--- config.mk ---
export PLATFORM = sky130hd
export DESIGN_NAME = tinyarch_fetch
export DESIGN_NICKNAME = d
export VERILOG_FILES = /design/src/rtl/tinyarch_fetch.sv
export SDC_FILE = /design/constraint.sdc
export NUM_CORES = 1
export LEC_CHECK = 0
export ABC_AREA = 1
export ABC_CLOCK_PERIOD_IN_PS = 13500
export CAP_MARGIN = 5
export CORE_MARGIN = 2
export CORE_UTILIZATION = 40
export CTS_CLUSTER_DIAMETER = 120
export DETAILED_ROUTE_END_ITERATION = 6
export PLACE_DENSITY = 0.67
export SETUP_SLACK_MARGIN = 0.3
export SLEW_MARGIN = 20
export SYNTH_ARGS = -nofsm -noshare
export SYNTH_HDL_FRONTEND = slang
export SYNTH_SLANG_ARGS = --single-unit
export TNS_END_PERCENT = 100
--- constraint.sdc ---
create_clock -name clk -period 13.5 [get_ports clk]
set_input_delay 2.7 -clock clk [delete_from_list [all_inputs] [get_ports clk]]
set_output_delay 2.7 -clock clk [all_outputs]
set_load 0.05 [all_outputs]
--- src/rtl/tinyarch_fetch.sv ---
// Instruction fetch stage: PC, instruction-memory read port and a 2-entry decode queue.
// Optional perf counters are compiled in when FETCH_PERF_EN is defined.
module tinyarch_fetch #(
   parameter int                    ADDR_WIDTH  = 16,
   parameter int                    INSTR_WIDTH = 9,
   parameter logic [ADDR_WIDTH-1:0] START_ADDR  = '0
) (
   input  logic                   clk,
   input  logic                   reset,
   input  logic                   req,
   output logic                   ack,
   output logic [ADDR_WIDTH-1:0]  imem_addr,
   output logic                   imem_rd,
   input  logic [INSTR_WIDTH-1:0] imem_data,
   output logic [INSTR_WIDTH-1:0] instr_o,
   output logic [ADDR_WIDTH-1:0]  pc_o,
   output logic                   instr_valid,
   input  logic                   instr_ready,
   input  logic                   br_taken,
   input  logic [ADDR_WIDTH-1:0]  br_target,
   input  logic                   halt,
   output logic [15:0]            perf_fetch,
   output logic [15:0]            perf_flush
);

   typedef enum logic [1:0] {IDLE, RUN, DONE} state_t;

   state_t                 state, state_nxt;
   logic [ADDR_WIDTH-1:0]  pc, last_addr, infl_pc;
   logic                   inflight, infl_kill;
   logic [1:0]             count;
   logic [INSTR_WIDTH-1:0] q_instr [2];
   logic [ADDR_WIDTH-1:0]  q_pc    [2];

   logic       xfer, halt_xfer, redirect, issue, resp, push, pop, start;
   logic [2:0] occ;

   assign instr_valid = (count != 2'd0);
   assign instr_o     = q_instr[0];
   assign pc_o        = q_pc[0];
   assign imem_rd     = issue;
   assign imem_addr   = issue ? pc : last_addr;

   always_comb begin
      xfer      = instr_valid & instr_ready;
      halt_xfer = xfer & halt;
      redirect  = xfer & br_taken & ~halt;
      start     = (state == IDLE) & req;
      occ       = {1'b0, count} + {2'b0, inflight};
      // A read may still go out in the redirect cycle; it is marked killed and counted as flushed.
      issue     = (state == RUN) & ~halt_xfer &
                  ((occ < 3'd2) | ((occ == 3'd2) & xfer));
      resp      = inflight & ~infl_kill & (state == RUN);
      push      = resp & ~redirect & ~halt_xfer;
      pop       = xfer;
   end

   always_comb begin
      state_nxt = state;
      case (state)
         IDLE:    if (req)       state_nxt = RUN;
         RUN:     if (halt_xfer) state_nxt = DONE;
         DONE:    if (!req)      state_nxt = IDLE;
         default:                state_nxt = IDLE;
      endcase
   end

   always_ff @(posedge clk) begin
      if (reset) begin
         state      <= IDLE;
         ack        <= 1'b0;
         pc         <= START_ADDR;
         last_addr  <= '0;
         infl_pc    <= '0;
         inflight   <= 1'b0;
         infl_kill  <= 1'b0;
         count      <= 2'd0;
         q_instr[0] <= '0;
         q_instr[1] <= '0;
         q_pc[0]    <= '0;
         q_pc[1]    <= '0;
      end else begin
         state     <= state_nxt;
         ack       <= (state_nxt == DONE);
         inflight  <= issue;
         infl_kill <= issue & redirect;
         if (issue) begin
            infl_pc   <= pc;
            last_addr <= pc;
         end

         if (start) begin
            pc    <= START_ADDR;
            count <= 2'd0;
         end else if (redirect) begin
            pc    <= br_target;
            count <= 2'd0;
         end else if (halt_xfer) begin
            count <= 2'd0;
         end else begin
            if (issue)
               pc <= pc + {{(ADDR_WIDTH-1){1'b0}}, 1'b1};
            case ({pop, push})
               2'b11: begin
                  if (count == 2'd1) begin
                     q_instr[0] <= imem_data;
                     q_pc[0]    <= infl_pc;
                  end else begin
                     q_instr[0] <= q_instr[1];
                     q_pc[0]    <= q_pc[1];
                     q_instr[1] <= imem_data;
                     q_pc[1]    <= infl_pc;
                  end
               end
               2'b10: begin
                  q_instr[0] <= q_instr[1];
                  q_pc[0]    <= q_pc[1];
                  count      <= count - 2'd1;
               end
               2'b01: begin
                  if (count == 2'd0) begin
                     q_instr[0] <= imem_data;
                     q_pc[0]    <= infl_pc;
                  end else begin
                     q_instr[1] <= imem_data;
                     q_pc[1]    <= infl_pc;
                  end
                  count <= count + 2'd1;
               end
               default: ;
            endcase
         end
      end
   end

`ifdef FETCH_PERF_EN
   logic [15:0] fetch_cnt, flush_cnt;
   logic [1:0]  flush_n;
   logic [16:0] flush_sum;

   // Discards on redirect: queue entries behind the head, the live response, and this cycle's read.
   always_comb begin
      flush_n   = (count - 2'd1) + {1'b0, resp} + {1'b0, issue};
      flush_sum = {1'b0, flush_cnt} + {15'b0, flush_n};
   end

   always_ff @(posedge clk) begin
      if (reset || start) begin
         fetch_cnt <= 16'h0;
         flush_cnt <= 16'h0;
      end else begin
         if (issue && fetch_cnt != 16'hFFFF)
            fetch_cnt <= fetch_cnt + 16'h1;
         if (redirect)
            flush_cnt <= flush_sum[16] ? 16'hFFFF : flush_sum[15:0];
      end
   end

   assign perf_fetch = fetch_cnt;
   assign perf_flush = flush_cnt;
`else
   assign perf_fetch = 16'h0;
   assign perf_flush = 16'h0;
`endif

endmodule

==> impl_metrics.sql, run 1 <==
INSERT INTO impl_metrics (metric_group, metric, value, unit) VALUES
('job', 'max-cap-violations', '0', ''),
('layout', 'antenna_cells', '0', ''),
('pwr', 'worst_ir_drop_vdd', '0.04582', 'mV'),
('synthesis', 'avgSynthCellArea', '7.498', 'sq um'),
('clock_tree', 'ctsResizeCount', '0', ''),
('clock_tree', 'ctsHtreeMaxLevel', '3', ''),
('detailed_routing', 'detail-route-antenna-nets', '0', ''),
('worst_setup_path', 'worst_ep_required_time', '10.80', 'ns'),
('layout', 'final_layout_size_suffix_gt1_frac', '0.05043', ''),
('timing', 'setup_total_negative_slack', '0', 'ns'),
('clock_tree', 'cts.hold.buffers_added', '0', ''),
('placement', 'routabilityCongestion', '0.8073', ''),
('layout', 'layout.filler_cells', '1451', ''),
('synthesis', 'ys.warnings.count', '0', ''),
('detailed_routing', 'average_wire_length_per_cell_after_detail_routing', '13.12', 'microns'),
('placement', 'placed_cells_incl_taps', '981', ''),
('floorplanning', 'fp-row-count', '44', ''),
('timing', 'hold_slack', '0.4737', 'ns'),
('synthesis', 'synthDistinctLibCells', '30', ''),
('synthesis', 'synth.cell_area', '0.005818', 'sq mm'),
('synthesis', 'yosysSeqAreaShare', '0.4473', ''),
('global_route', 'number_of_antenna_violations_at_the_first_check_in_global_routing', '0', ''),
('layout', 'most_common_cell_after_layout_fill_and_taps_aside', 'sky130_fd_sc_hd__nand2_1', ''),
('layout', 'final-seq-area', '0.002603', 'sq mm'),
('worst_setup_path', 'endpoint_kind', 'output pin', ''),
('clock_tree', 'cts-buffers-inserted', '9', ''),
('floorplanning', 'fp.dieArea', '0.01553', 'sq mm'),
('layout', 'final_util', '0.4632', ''),
('worst_setup_path', 'criticalPathCategory', 'input port to output pin', ''),
('synthesis', 'post_synth_inst_count', '776', ''),
('global_route', 'grt-ovfl-total', '0', ''),
('detailed_routing', 'viasPerCell', '4.709', ''),
('floorplanning', 'fp.dieW', '124.6', 'microns'),
('detailed_routing', 'first_iteration_detailed_routing_drc_count', '266', ''),
('layout', 'post_layout_nonfiller_instances', '997', ''),
('detailed_routing', 'finalWirelength', '13080', 'microns'),
('timing', 'setup-violations-final', '0', ''),
('global_route', 'grt_start_max_net_pins', '53', ''),
('detailed_routing', 'drc_errors', '0', ''),
('timing', 'grt_setup_unrepaired', 'false', ''),
('timing', 'post-route-period-util', '0.6154', ''),
('placement', 'detail_placement_hpwl', '8555', 'microns'),
('detailed_routing', 'drt_pass1_iterations', '4', ''),
('timing', 'tightest_slew', '0.7862', 'ns'),
('floorplanning', 'io_pins', '107', ''),
('timing', 'max_slew_margin', '0.4740', ''),
('worst_hold_path', 'timing.hold.worst.class', 'register to register', ''),
('pwr', 'total_leakage_power', '2.833', 'nW'),
('layout', 'multi_input_comb_area', '0.002497', 'sq mm'),
('layout', 'design.final.nets', '848', ''),
('run_status', 'run_status', 'completed', ''),
('timing', 'clock.fmax', '0.1204', 'GHz'),
('synthesis', 'postSynthRegisterBits', '105', ''),
('timing', 'finalClockSkew', '0.006120', 'ns'),
('timing', 'layout_min_cycle_time', '8.308', 'ns'),
('pwr', 'report.power.total', '0.0007189', 'W'),
('clock_tree', 'clk_root_buf', 'sky130_fd_sc_hd__clkbuf_16', ''),
('synthesis', 'synth_async_sr_flop_share', '0', ''),
('floorplanning', 'initial_core_util', '0.4049', ''),
('timing', 'drv_slew', '0', ''),
('global_route', 'grt_first_pass_wirelength', '21410', 'microns'),
('floorplanning', 'placeable_area', '0.01437', 'sq mm'),
('clock_tree', 'clock_insertion_delay_worst_skew', '0.35', 'ns'),
('clock_tree', 'cts_tree', 'done', ''),
('global_route', 'first_global_vias', '4237', ''),
('synthesis', 'count_of_flip_flops_with_a_built_in_enable_after_synthesis', '50', ''),
('clock_tree', 'clk_path_buf_depth', '2', ''),
('worst_setup_path', 'worst-endpoint-arrival', '5.61', 'ns'),
('placement', 'port_buffers', '74', ''),
('synthesis', 'ys.flop_type', 'sky130_fd_sc_hd__dfxtp_1', ''),
('worst_setup_path', 'startpoint_type', 'input port', ''),
('worst_setup_path', 'worstPathMaxFanout', '41', ''),
('clock_tree', 'cts_setup_buffers', '0', ''),
('floorplanning', 'die_height', '124.6', 'microns'),
('timing', 'final-hold-violation-count', '0', ''),
('detailed_routing', 'routed-via-count', '4695', ''),
('global_route', 'track_usage', '0.1701', ''),
('clock_tree', 'cts.reportedPaths.clkPinSlew', '0.07', 'ns'),
('pwr', 'power.density_cell_area', '108.0', 'mW/mm^2'),
('layout', 'most-common-layout-cells', 'sky130_fd_sc_hd__nand2_1, sky130_fd_sc_hd__clkdlybuf4s50_1, sky130_fd_sc_hd__nor2_1, sky130_fd_sc_hd__inv_1, sky130_fd_sc_hd__dfxtp_1', ''),
('layout', 'area_growth_syn_to_layout', '14.39', '%'),
('clock_tree', 'clock-sinks', '105', '');
-- synth_stat cells (3+ instances only) --
cell	n	area share
sky130_fd_sc_hd__o21ai_0	43	0.037
sky130_fd_sc_hd__nor2_4	3	0.0058
sky130_fd_sc_hd__edfxtp_1	50	0.26
sky130_fd_sc_hd__a21oi_1	54	0.046
sky130_fd_sc_hd__clkbuf_1	17	0.011
sky130_fd_sc_hd__inv_1	57	0.037
sky130_fd_sc_hd__ha_1	9	0.019
sky130_fd_sc_hd__buf_2	7	0.0060
sky130_fd_sc_hd__inv_2	4	0.0026
sky130_fd_sc_hd__dfxtp_1	55	0.19
sky130_fd_sc_hd__nor2_1	58	0.037
sky130_fd_sc_hd__nand2_1	279	0.18
sky130_fd_sc_hd__buf_6	4	0.0077
sky130_fd_sc_hd__or2_2	3	0.0032
sky130_fd_sc_hd__nand2_2	4	0.0043
sky130_fd_sc_hd__nand4_1	30	0.032
sky130_fd_sc_hd__nand3_1	21	0.018
sky130_fd_sc_hd__buf_4	61	0.079
-- per-stage QoR --
| stage | setup slack [ns] | instance area [sq um] |
|---|---|---|
| floorplan | 6.702 | 5934 |
| CTS | 5.124 | 6655 |
| global placement | 5.149 | 6345 |
| detailed placement | 5.135 | 6345 |
| finish | 5.192 | 6655 |
| global route | 4.889 | 6655 |
-- report_power, final --
| group | switching [W] | internal, W | total (W) |
|---|---|---|---|
| Sequential | 0.00000559 | 0.000343 | 0.000349 |
| Combinational | 0.0000740 | 0.0000265 | 0.000100 |
| Clock | 0.000118 | 0.000151 | 0.000270 |
| Total | 0.000198 | 0.000521 | 0.000719 |
-- state kept, by name, summed over array words and instances, names as in the netlist --
| name | cells |
|---|---|
| pc | 16 |
| infl_pc | 16 |
| infl_kill | 1 |
| q_pc | 32 |
| state | 2 |
| q_instr | 18 |
| count | 2 |
| inflight | 1 |
| last_addr | 16 |
| ack | 1 |
-- logic make-up (layout without fill, tap and decap cells) --
| logic type | after synthesis | in the layout | share of synthesized area |
|---|---|---|---|
| adder cells (fa/ha/maj) | 9 | 9 | 0.01936 |
| AO/OA/AOI/OAI | 99 | 99 | 0.08559 |
| other | 1 | 32 | 0.0006445 |
| flip-flops | 105 | 105 | 0.4473 |
| XOR/XNOR | 4 | 4 | 0.006023 |
| buffers and inverters | 152 | 158 | 0.1441 |
| multiplexers | 1 | 1 | 0.001720 |
| AND/OR/NAND/NOR | 405 | 405 | 0.2953 |
-- worst max-delay path: stages --
cell and delay [ns]:
sky130_fd_sc_hd__clkdlybuf4s50_1 0.45, sky130_fd_sc_hd__inv_1 0.06, sky130_fd_sc_hd__nor2_4 0.21, sky130_fd_sc_hd__nand3_1 0.10, sky130_fd_sc_hd__nand2_1 0.09, sky130_fd_sc_hd__nand2_2 0.44, sky130_fd_sc_hd__inv_2 0.48, sky130_fd_sc_hd__nand2_1 0.16
sky130_fd_sc_hd__nand2_1 0.11, sky130_fd_sc_hd__clkdlybuf4s50_1 0.80
-- metal layers --
| layer | up-vias | wire [microns] | global-route usage |
|---|---|---|---|
| met5 | - | 0 | 0 |
| li1 | 2476 | - | - |
| met2 | 127 | 5829 | 0.2694 |
| met1 | 2081 | 6361 | 0.2340 |
| met3 | 11 | 731 | 0.03823 |
| met4 | 0 | 154 | 0.04891 |
-- final cells by class --
cell class | count | area share
sequential | 105 | 0.3911
multi-input combinational | 550 | 0.3753
timing repair buffer | 79 | 0.1169
clock buffer | 13 | 0.04381
inverter | 63 | 0.03553
tap | 184 | 0.03459
clock inverter | 3 | 0.002820
-- path summary, 6_finish.rpt --
| kind | from | slack, ns | depth (start not counted) | to |
|---|---|---|---|---|
| worst min-delay path | last_addr[10] | 0.47 | 2 | last_addr[10] |
| worst max-delay path | instr_ready | 5.19 | 10 | imem_addr[9] |
| worst min register to register | last_addr[10] | 0.47 | 2 | last_addr[10] |
| worst max register to register | count[0] | 9.23 | 12 | q_pc[0][22] |
No activity file was read; power rests on OpenSTA's default activity.
==> inputs of run 2 (changes only) <==
--- a/config.mk
+++ b/config.mk
@@ -6,13 +6,13 @@
 export NUM_CORES = 1
 export LEC_CHECK = 0
 export ABC_AREA = 1
-export ABC_CLOCK_PERIOD_IN_PS = 13500
+export ABC_CLOCK_PERIOD_IN_PS = 6900
 export CAP_MARGIN = 5
 export CORE_MARGIN = 2
 export CORE_UTILIZATION = 40
 export CTS_CLUSTER_DIAMETER = 120
 export DETAILED_ROUTE_END_ITERATION = 6
-export PLACE_DENSITY = 0.67
+export PLACE_DENSITY = 0.69
 export SETUP_SLACK_MARGIN = 0.3
 export SLEW_MARGIN = 20
 export SYNTH_ARGS = -nofsm -noshare
==> constraint.sdc (replaced) <==
create_clock -name clk -period 6.9 [get_ports clk]
set_input_delay 1.38 -clock clk [delete_from_list [all_inputs] [get_ports clk]]
set_output_delay 1.38 -clock clk [all_outputs]
set_load 0.05 [all_outputs]
==> impl_metrics.sql, run 2 (synthesis gave the netlist of run 1 again) <==
INSERT INTO impl_metrics (metric_group, metric, value, unit) VALUES
('pwr', 'intPower', '0.0009835', 'W'),
('worst_setup_path', 'crit_path_top_delay_cell', 'sky130_fd_sc_hd__clkdlybuf4s50_1', ''),
('detailed_routing', 'viasPerCell', '4.774', ''),
('pwr', 'combinational_share_of_power', '0.144', ''),
('placement', 'detail_placement_hpwl', '8759', 'microns'),
('timing', 'final-hold-violation-count', '0', ''),
('worst_hold_path', 'hold_start', 'last_addr[10]', ''),
('clock_tree', 'clk_path_buf_depth', '2', ''),
('timing', 'tightest_slew', '0.6902', 'ns'),
('global_route', 'globalRouteMet3Util', '0.03050', ''),
('global_route', 'grt-ovfl-total', '0', ''),
('floorplanning', 'placeable_area', '0.01437', 'sq mm'),
('clock_tree', 'cts_tree', 'done', ''),
('global_route', 'track_usage', '0.1683', ''),
('clock_tree', 'clk_root_buf', 'sky130_fd_sc_hd__clkbuf_16', ''),
('timing', 'setup-violations-final', '0', ''),
('worst_setup_path', 'startpoint_type', 'input port', ''),
('clock_tree', 'clock_insertion_delay_worst_skew', '0.36', 'ns'),
('clock_tree', 'clock-sinks', '105', ''),
('global_route', 'grt.met2_usage', '0.2539', ''),
('layout', 'area_growth_syn_to_layout', '13.94', '%'),
('layout', 'antenna_cells', '0', ''),
('layout', 'largest_register_ffs', '32', ''),
('worst_hold_path', 'hold-path-cell-count', '2', ''),
('worst_setup_path', 'regToRegStartpoint', 'count[0]', ''),
('floorplanning', 'initial_core_util', '0.4049', ''),
('pwr', 'share_clk_of_total_power', '0.359', ''),
('floorplanning', 'fp.dieArea', '0.01553', 'sq mm'),
('worst_setup_path', 'critPathTopFamily', 'buffers and inverters', ''),
('clock_tree', 'cts.hold.buffers_added', '0', ''),
('worst_setup_path', 'critical_path.reg2reg.endpoint', 'q_pc[0][29]', ''),
('global_route', 'number_of_antenna_violations_at_the_first_check_in_global_routing', '0', ''),
('worst_setup_path', 'worst-endpoint-arrival', '4.08', 'ns'),
('worst_setup_path', 'worst_path_largest_cell_delay', '0.80', 'ns'),
('layout', 'reg.largest.list', 'q_pc (32), q_instr (18)', ''),
('layout', 'most-common-layout-cells', 'sky130_fd_sc_hd__nand2_1, sky130_fd_sc_hd__clkdlybuf4s50_1, sky130_fd_sc_hd__nor2_1, sky130_fd_sc_hd__inv_1, sky130_fd_sc_hd__dfxtp_1', ''),
('worst_setup_path', 'worst_ep_required_time', '5.52', 'ns'),
('global_route', 'first_global_vias', '4389', ''),
('worst_setup_path', 'criticalPathCategory', 'input port to output pin', ''),
('layout', 'layout.filler_cells', '1425', ''),
('timing', 'max_slew_margin', '0.5388', ''),
('placement', 'routabilityCongestion', '0.8775', ''),
('timing', 'grt_setup_unrepaired', 'false', ''),
('run_status', 'run_status', 'finished with violations', ''),
('global_route', 'grt_busiest_layer', 'met2', ''),
('detailed_routing', 'drc_errors', '1', ''),
('worst_setup_path', 'ff2ff_setup_slack', '2.74', 'ns'),
('layout', 'finish.instance_area', '0.006629', 'sq mm'),
('detailed_routing', 'average_wire_length_per_cell_after_detail_routing', '13.07', 'microns'),
('worst_setup_path', 'r2r.worst_path.cells', '12', ''),
('worst_setup_path', 'endpoint_kind', 'output pin', ''),
('clock_tree', 'cts.reportedPaths.clkPinSlew', '0.06', 'ns'),
('worst_setup_path', 'worstPathMaxFanout', '21', ''),
('layout', 'max_flop_register', 'q_pc', ''),
('global_route', 'grt_start_max_net_pins', '53', ''),
('clock_tree', 'ctsHtreeMaxLevel', '3', ''),
('detailed_routing', 'routed-via-count', '4764', ''),
('clock_tree', 'cts_setup_buffers', '0', ''),
('pwr', 'total_leakage_power', '2.828', 'nW'),
('timing', 'setup_total_negative_slack', '0', 'ns'),
('placement', 'port_buffers', '74', ''),
('worst_hold_path', 'timing.hold.worst.class', 'register to register', ''),
('worst_setup_path', 'critical_path.cell_chain', 'clkdlybuf4s50_1 -> inv_1 -> nor2_4 -> nand2_2 -> nand2_1 -> inv_1 -> nand2_2 -> buf_4 -> nand2_1 -> nand2_1 -> clkdlybuf4s50_1', ''),
('layout', 'design.final.nets', '849', ''),
('job', 'max-cap-violations', '0', ''),
('detailed_routing', 'drt_pass1_iterations', '7', ''),
('detailed_routing', 'first_iteration_detailed_routing_drc_count', '371', ''),
('worst_setup_path', 'crit_top_cell', 'sky130_fd_sc_hd__nand2_1', ''),
('placement', 'placedInstanceArea', '0.006352', 'sq mm'),
('layout', 'final_util', '0.4613', ''),
('global_route', 'grt_util_met1', '0.2382', ''),
('timing', 'layout_min_cycle_time', '5.458', 'ns'),
('layout', 'most_common_cell_after_layout_fill_and_taps_aside', 'sky130_fd_sc_hd__nand2_1', ''),
('detailed_routing', 'finalWirelength', '13040', 'microns'),
('pwr', 'worst_ir_drop_vdd', '0.09045', 'mV'),
('layout', 'final_layout_size_suffix_gt1_frac', '0.05160', ''),
('timing', 'finalClockSkew', '0.006848', 'ns'),
('floorplanning', 'io_pins', '107', ''),
('timing', 'clock.fmax', '0.1832', 'GHz'),
('pwr', 'power.density_cell_area', '207.3', 'mW/mm^2'),
('floorplanning', 'fp.dieW', '124.6', 'microns'),
('pwr', 'total_switching_power', '0.0003908', 'W'),
('worst_hold_path', 'worst_hold_path_endpoint', 'last_addr[10]', ''),
('timing', 'post-route-period-util', '0.7910', ''),
('clock_tree', 'cts-buffers-inserted', '9', ''),
('floorplanning', 'die_height', '124.6', 'microns'),
('global_route', 'grt_first_pass_wirelength', '21410', 'microns'),
('floorplanning', 'fp-row-count', '44', ''),
('pwr', 'power_frac_seq', '0.496', ''),
('clock_tree', 'ctsResizeCount', '0', ''),
('run_status', 'violated_checks', 'design-rule violations', ''),
('timing', 'drv_slew', '0', ''),
('pwr', 'power.switching_fraction', '0.2843', ''),
('worst_setup_path', 'critPathBufInv', '5', ''),
('detailed_routing', 'detail-route-antenna-nets', '0', '');
-- run 2: cell types whose count changed in the layout (fill, tap and decap cells not counted) --
cell,before,now
sky130_fd_sc_hd__clkinv_2,1,4
sky130_fd_sc_hd__buf_4,5,6
sky130_fd_sc_hd__clkbuf_8,3,0
sky130_fd_sc_hd__clkbuf_16,10,9
sky130_fd_sc_hd__bufinv_8,0,1
-- run 2: worst min-delay path: stages (launching register included) --
cell and delay (ns):
sky130_fd_sc_hd__dfxtp_1 0.30, sky130_fd_sc_hd__nand2_1 0.07, sky130_fd_sc_hd__a21oi_1 0.06
-- run 2: area by class of cell --
type | count | area, sq um | area share
clock inverters | 7 | 51.30 | 0.007739
multi-input cells | 550 | 2497 | 0.3767
repair buffers | 80 | 785.8 | 0.1185
inverters | 63 | 236.5 | 0.03567
clock buffers | 9 | 225.2 | 0.03398
flip-flops and latches | 105 | 2603 | 0.3926
well taps | 184 | 230.2 | 0.03473
-- run 2: power groups by stage --
stage / Combinational, W / Clock [W] / Sequential [W]
after floorplan: 0.000167 / 0 / 0.000694
after global placement: 0.000198 / 0 / 0.000696
after CTS: 0.000199 / 0.000503 / 0.000682
after detailed placement: 0.000198 / 0 / 0.000696
final: 0.000198 / 0.000494 / 0.000682
after global routing: 0.000213 / 0.000528 / 0.000685
-- run 2: routing by layer --
metal  vias up  wire length, microns
met1      2087                  6202
met2       175                  5686
li1       2481                     -
met5         -                     0
met4         0                   274
met3        21                   881
-- run 2: worst max path at each step --
stage,start,to,slack [ns],depth (start not counted)
3_5_place_dp,instr_ready,imem_addr[0],1.43,11
5_1_grt,instr_ready,imem_addr[0],1.22,11
4_1_cts,instr_ready,imem_addr[0],1.42,11
6_report,instr_ready,imem_addr[0],1.44,11
3_3_place_gp,instr_ready,imem_addr[0],1.46,11
2_1_floorplan,instr_ready,q_instr[0][10],1.70,13
-- run 2: metrics by stage --
step | std cells | hold WS (ns) | power (W) | worst slack [ns]
6_report | 998 | 0.4703 | 0.001374 | 1.442
5_1_grt | 998 | 0.4983 | 0.001426 | 1.223
4_1_cts | 998 | 0.4770 | 0.001383 | 1.421
3_5_place_dp | 982 | 0.4672 | 0.0008943 | 1.435
3_3_place_gp | 982 | 0.4622 | 0.0008936 | 1.461
2_1_floorplan | 807 | 0.4508 | 0.0008601 | 1.702
==> inputs of run 3 (changes only) <==
--- a/config.mk
+++ b/config.mk
@@ -6,7 +6,7 @@
 export NUM_CORES = 1
 export LEC_CHECK = 0
 export ABC_AREA = 1
-export ABC_CLOCK_PERIOD_IN_PS = 6900
+export ABC_CLOCK_PERIOD_IN_PS = 4500
 export CAP_MARGIN = 5
 export CORE_MARGIN = 2
 export CORE_UTILIZATION = 40
==> constraint.sdc (replaced) <==
create_clock -name clk -period 4.5 [get_ports clk]
set_input_delay 0.9 -clock clk [delete_from_list [all_inputs] [get_ports clk]]
set_output_delay 0.9 -clock clk [all_outputs]
set_load 0.05 [all_outputs]
==> impl_metrics.sql, run 3 (synthesis gave the netlist of run 1 again) <==
INSERT INTO impl_metrics (metric_group, metric, value, unit) VALUES
('worst_setup_path', 'ff2ff_setup_slack', '1.30', 'ns'),
('placement', 'port_buffers', '74', ''),
('detailed_routing', 'routed-via-count', '4707', ''),
('timing', 'finalClockSkew', '0.01081', 'ns'),
('floorplanning', 'fp.dieW', '124.6', 'microns'),
('timing', 'layout_min_cycle_time', '3.779', 'ns'),
('placement', 'detail_placement_hpwl', '8454', 'microns'),
('floorplanning', 'die_height', '124.6', 'microns'),
('layout', 'post_layout_nonfiller_instances', '1002', ''),
('detailed_routing', 'average_wire_length_per_cell_after_detail_routing', '12.43', 'microns'),
('clock_tree', 'cts-buffers-inserted', '9', ''),
('layout', 'antenna_cells', '0', ''),
('global_route', 'first_global_vias', '4203', ''),
('worst_hold_path', 'timing.hold.worst.class', 'register to register', ''),
('global_route', 'grt_first_pass_wirelength', '20620', 'microns'),
('placement', 'placedInstanceArea', '0.006548', 'sq mm'),
('worst_setup_path', 'r2r.worst_path.cells', '12', ''),
('timing', 'grt_setup_unrepaired', 'false', ''),
('timing', 'setup-violations-final', '0', ''),
('layout', 'most_common_cell_after_layout_fill_and_taps_aside', 'sky130_fd_sc_hd__nand2_1', ''),
('pwr', 'report.power.total', '0.002209', 'W'),
('layout', 'most-common-layout-cells', 'sky130_fd_sc_hd__nand2_1, sky130_fd_sc_hd__nor2_1, sky130_fd_sc_hd__inv_1, sky130_fd_sc_hd__clkdlybuf4s50_1, sky130_fd_sc_hd__dfxtp_1', ''),
('pwr', 'power.density_cell_area', '320.8', 'mW/mm^2'),
('clock_tree', 'clk_path_buf_depth', '2', ''),
('timing', 'max_slew_margin', '0.5902', ''),
('worst_setup_path', 'worst-endpoint-arrival', '2.88', 'ns'),
('detailed_routing', 'detail-route-antenna-nets', '0', ''),
('worst_setup_path', 'endpoint_kind', 'output pin', ''),
('timing', 'post-route-period-util', '0.8397', ''),
('clock_tree', 'clock_insertion_delay_worst_skew', '0.35', 'ns'),
('timing', 'hold_slack', '0.4718', 'ns'),
('worst_setup_path', 'startpoint_type', 'input port', ''),
('pwr', 'total_leakage_power', '2.951', 'nW'),
('clock_tree', 'clk_root_buf', 'sky130_fd_sc_hd__clkbuf_16', ''),
('worst_hold_path', 'hold-path-cell-count', '2', ''),
('clock_tree', 'cts_setup_buffers', '0', ''),
('layout', 'area_growth_syn_to_layout', '18.32', '%'),
('global_route', 'number_of_antenna_violations_at_the_first_check_in_global_routing', '0', ''),
('layout', 'finish.instance_area', '0.006884', 'sq mm'),
('detailed_routing', 'viasPerCell', '4.698', ''),
('floorplanning', 'placeable_area', '0.01437', 'sq mm'),
('layout', 'design.final.nets', '854', ''),
('clock_tree', 'clock-sinks', '105', ''),
('global_route', 'track_usage', '0.1620', ''),
('worst_setup_path', 'regToRegStartpoint', 'count[1]', ''),
('layout', 'layout.filler_cells', '1416', ''),
('placement', 'routabilityCongestion', '0.8394', ''),
('clock_tree', 'cts.hold.buffers_added', '0', ''),
('floorplanning', 'fp-row-count', '44', ''),
('detailed_routing', 'first_iteration_detailed_routing_drc_count', '409', ''),
('timing', 'setup_total_negative_slack', '0', 'ns'),
('detailed_routing', 'finalWirelength', '12450', 'microns'),
('worst_hold_path', 'hold_start', 'last_addr[5]', ''),
('placement', 'placed_cells_incl_taps', '987', ''),
('layout', 'max_flop_register', 'q_pc', ''),
('worst_setup_path', 'criticalPathCategory', 'input port to output pin', ''),
('detailed_routing', 'drt_pass1_iterations', '5', ''),
('job', 'max-cap-violations', '0', ''),
('floorplanning', 'initial_core_util', '0.4049', ''),
('layout', 'largest_register_ffs', '32', ''),
('worst_setup_path', 'setup.worst_path.start', 'instr_ready', ''),
('worst_setup_path', 'worst_ep_required_time', '3.60', 'ns'),
('detailed_routing', 'drc_errors', '0', ''),
('pwr', 'worst_ir_drop_vdd', '0.1819', 'mV'),
('worst_setup_path', 'worstPathMaxFanout', '30', ''),
('layout', 'final_layout_size_suffix_gt1_frac', '0.07702', ''),
('layout', 'reg.largest.list', 'q_pc (32), q_instr (18)', ''),
('timing', 'tightest_slew', '0.6140', 'ns'),
('clock_tree', 'ctsHtreeMaxLevel', '3', ''),
('clock_tree', 'cts.reportedPaths.clkPinSlew', '0.07', 'ns'),
('global_route', 'grt-ovfl-total', '0', ''),
('floorplanning', 'io_pins', '107', ''),
('timing', 'clock.fmax', '0.2647', 'GHz'),
('timing', 'drv_slew', '0', ''),
('run_status', 'run_status', 'completed', ''),
('clock_tree', 'ctsResizeCount', '0', ''),
('global_route', 'grt_start_max_net_pins', '40', ''),
('timing', 'final-hold-violation-count', '0', ''),
('clock_tree', 'cts_tree', 'done', ''),
('floorplanning', 'fp.dieArea', '0.01553', 'sq mm');
run 3: where the power goes:
part | switching, W | leakage [nW] | total [W] | internal, W
Combinational | 0.000222 | 1.82 | 0.000310 | 0.0000878
Sequential | 0.0000166 | 0.960 | 0.00105 | 0.00103
Clock | 0.000347 | 0.167 | 0.000853 | 0.000506
Total | 0.000586 | 2.95 | 0.00221 | 0.00162
run 3: area by class of cell:
class | instances | area (sq um) | share of cell area
clock buffer | 14 | 327.8 | 0.04762
clock inverter | 1 | 8.758 | 0.001272
inverter | 63 | 236.5 | 0.03435
multi-input combinational | 550 | 2497 | 0.3628
sequential | 105 | 2603 | 0.3780
tap | 184 | 230.2 | 0.03344
timing repair buffer | 85 | 980.9 | 0.1425
run 3: worst paths after layout:
kind | endpoint
setup / recovery | imem_addr[15]
hold / removal | last_addr[5]
setup reg to reg | q_pc[0][25]
hold reg to reg | last_addr[5]
run 3: worst max-delay path: stages:
cell and delay, ns:
sky130_fd_sc_hd__clkdlybuf4s50_1 0.45, sky130_fd_sc_hd__inv_1 0.06, sky130_fd_sc_hd__nor2_4 0.21, sky130_fd_sc_hd__nand2_2 0.09, sky130_fd_sc_hd__nand2_1 0.10, sky130_fd_sc_hd__inv_1 0.06, sky130_fd_sc_hd__nand2_2 0.20, sky130_fd_sc_hd__buf_4 0.35
sky130_fd_sc_hd__nand2_1 0.11, sky130_fd_sc_hd__nand2_1 0.17, sky130_fd_sc_hd__buf_12 0.16
run 3: through the flow:
stage / util / setup WS, ns
global placement: 0.4557 / 0.7186
global route: 0.4791 / 0.5588
floorplan: - / 0.4566
finish: 0.4791 / 0.7215
CTS: 0.4791 / 0.7085
detailed placement: 0.4557 / 0.6025
run 3: layer usage:
metal	up-vias	share of wire	track usage
met4	0	0.014	0.06147
met1	2064	0.48	0.2286
met5	-	0	0
li1	2480	-	-
met3	11	0.051	0.03136
met2	152	0.45	0.2462
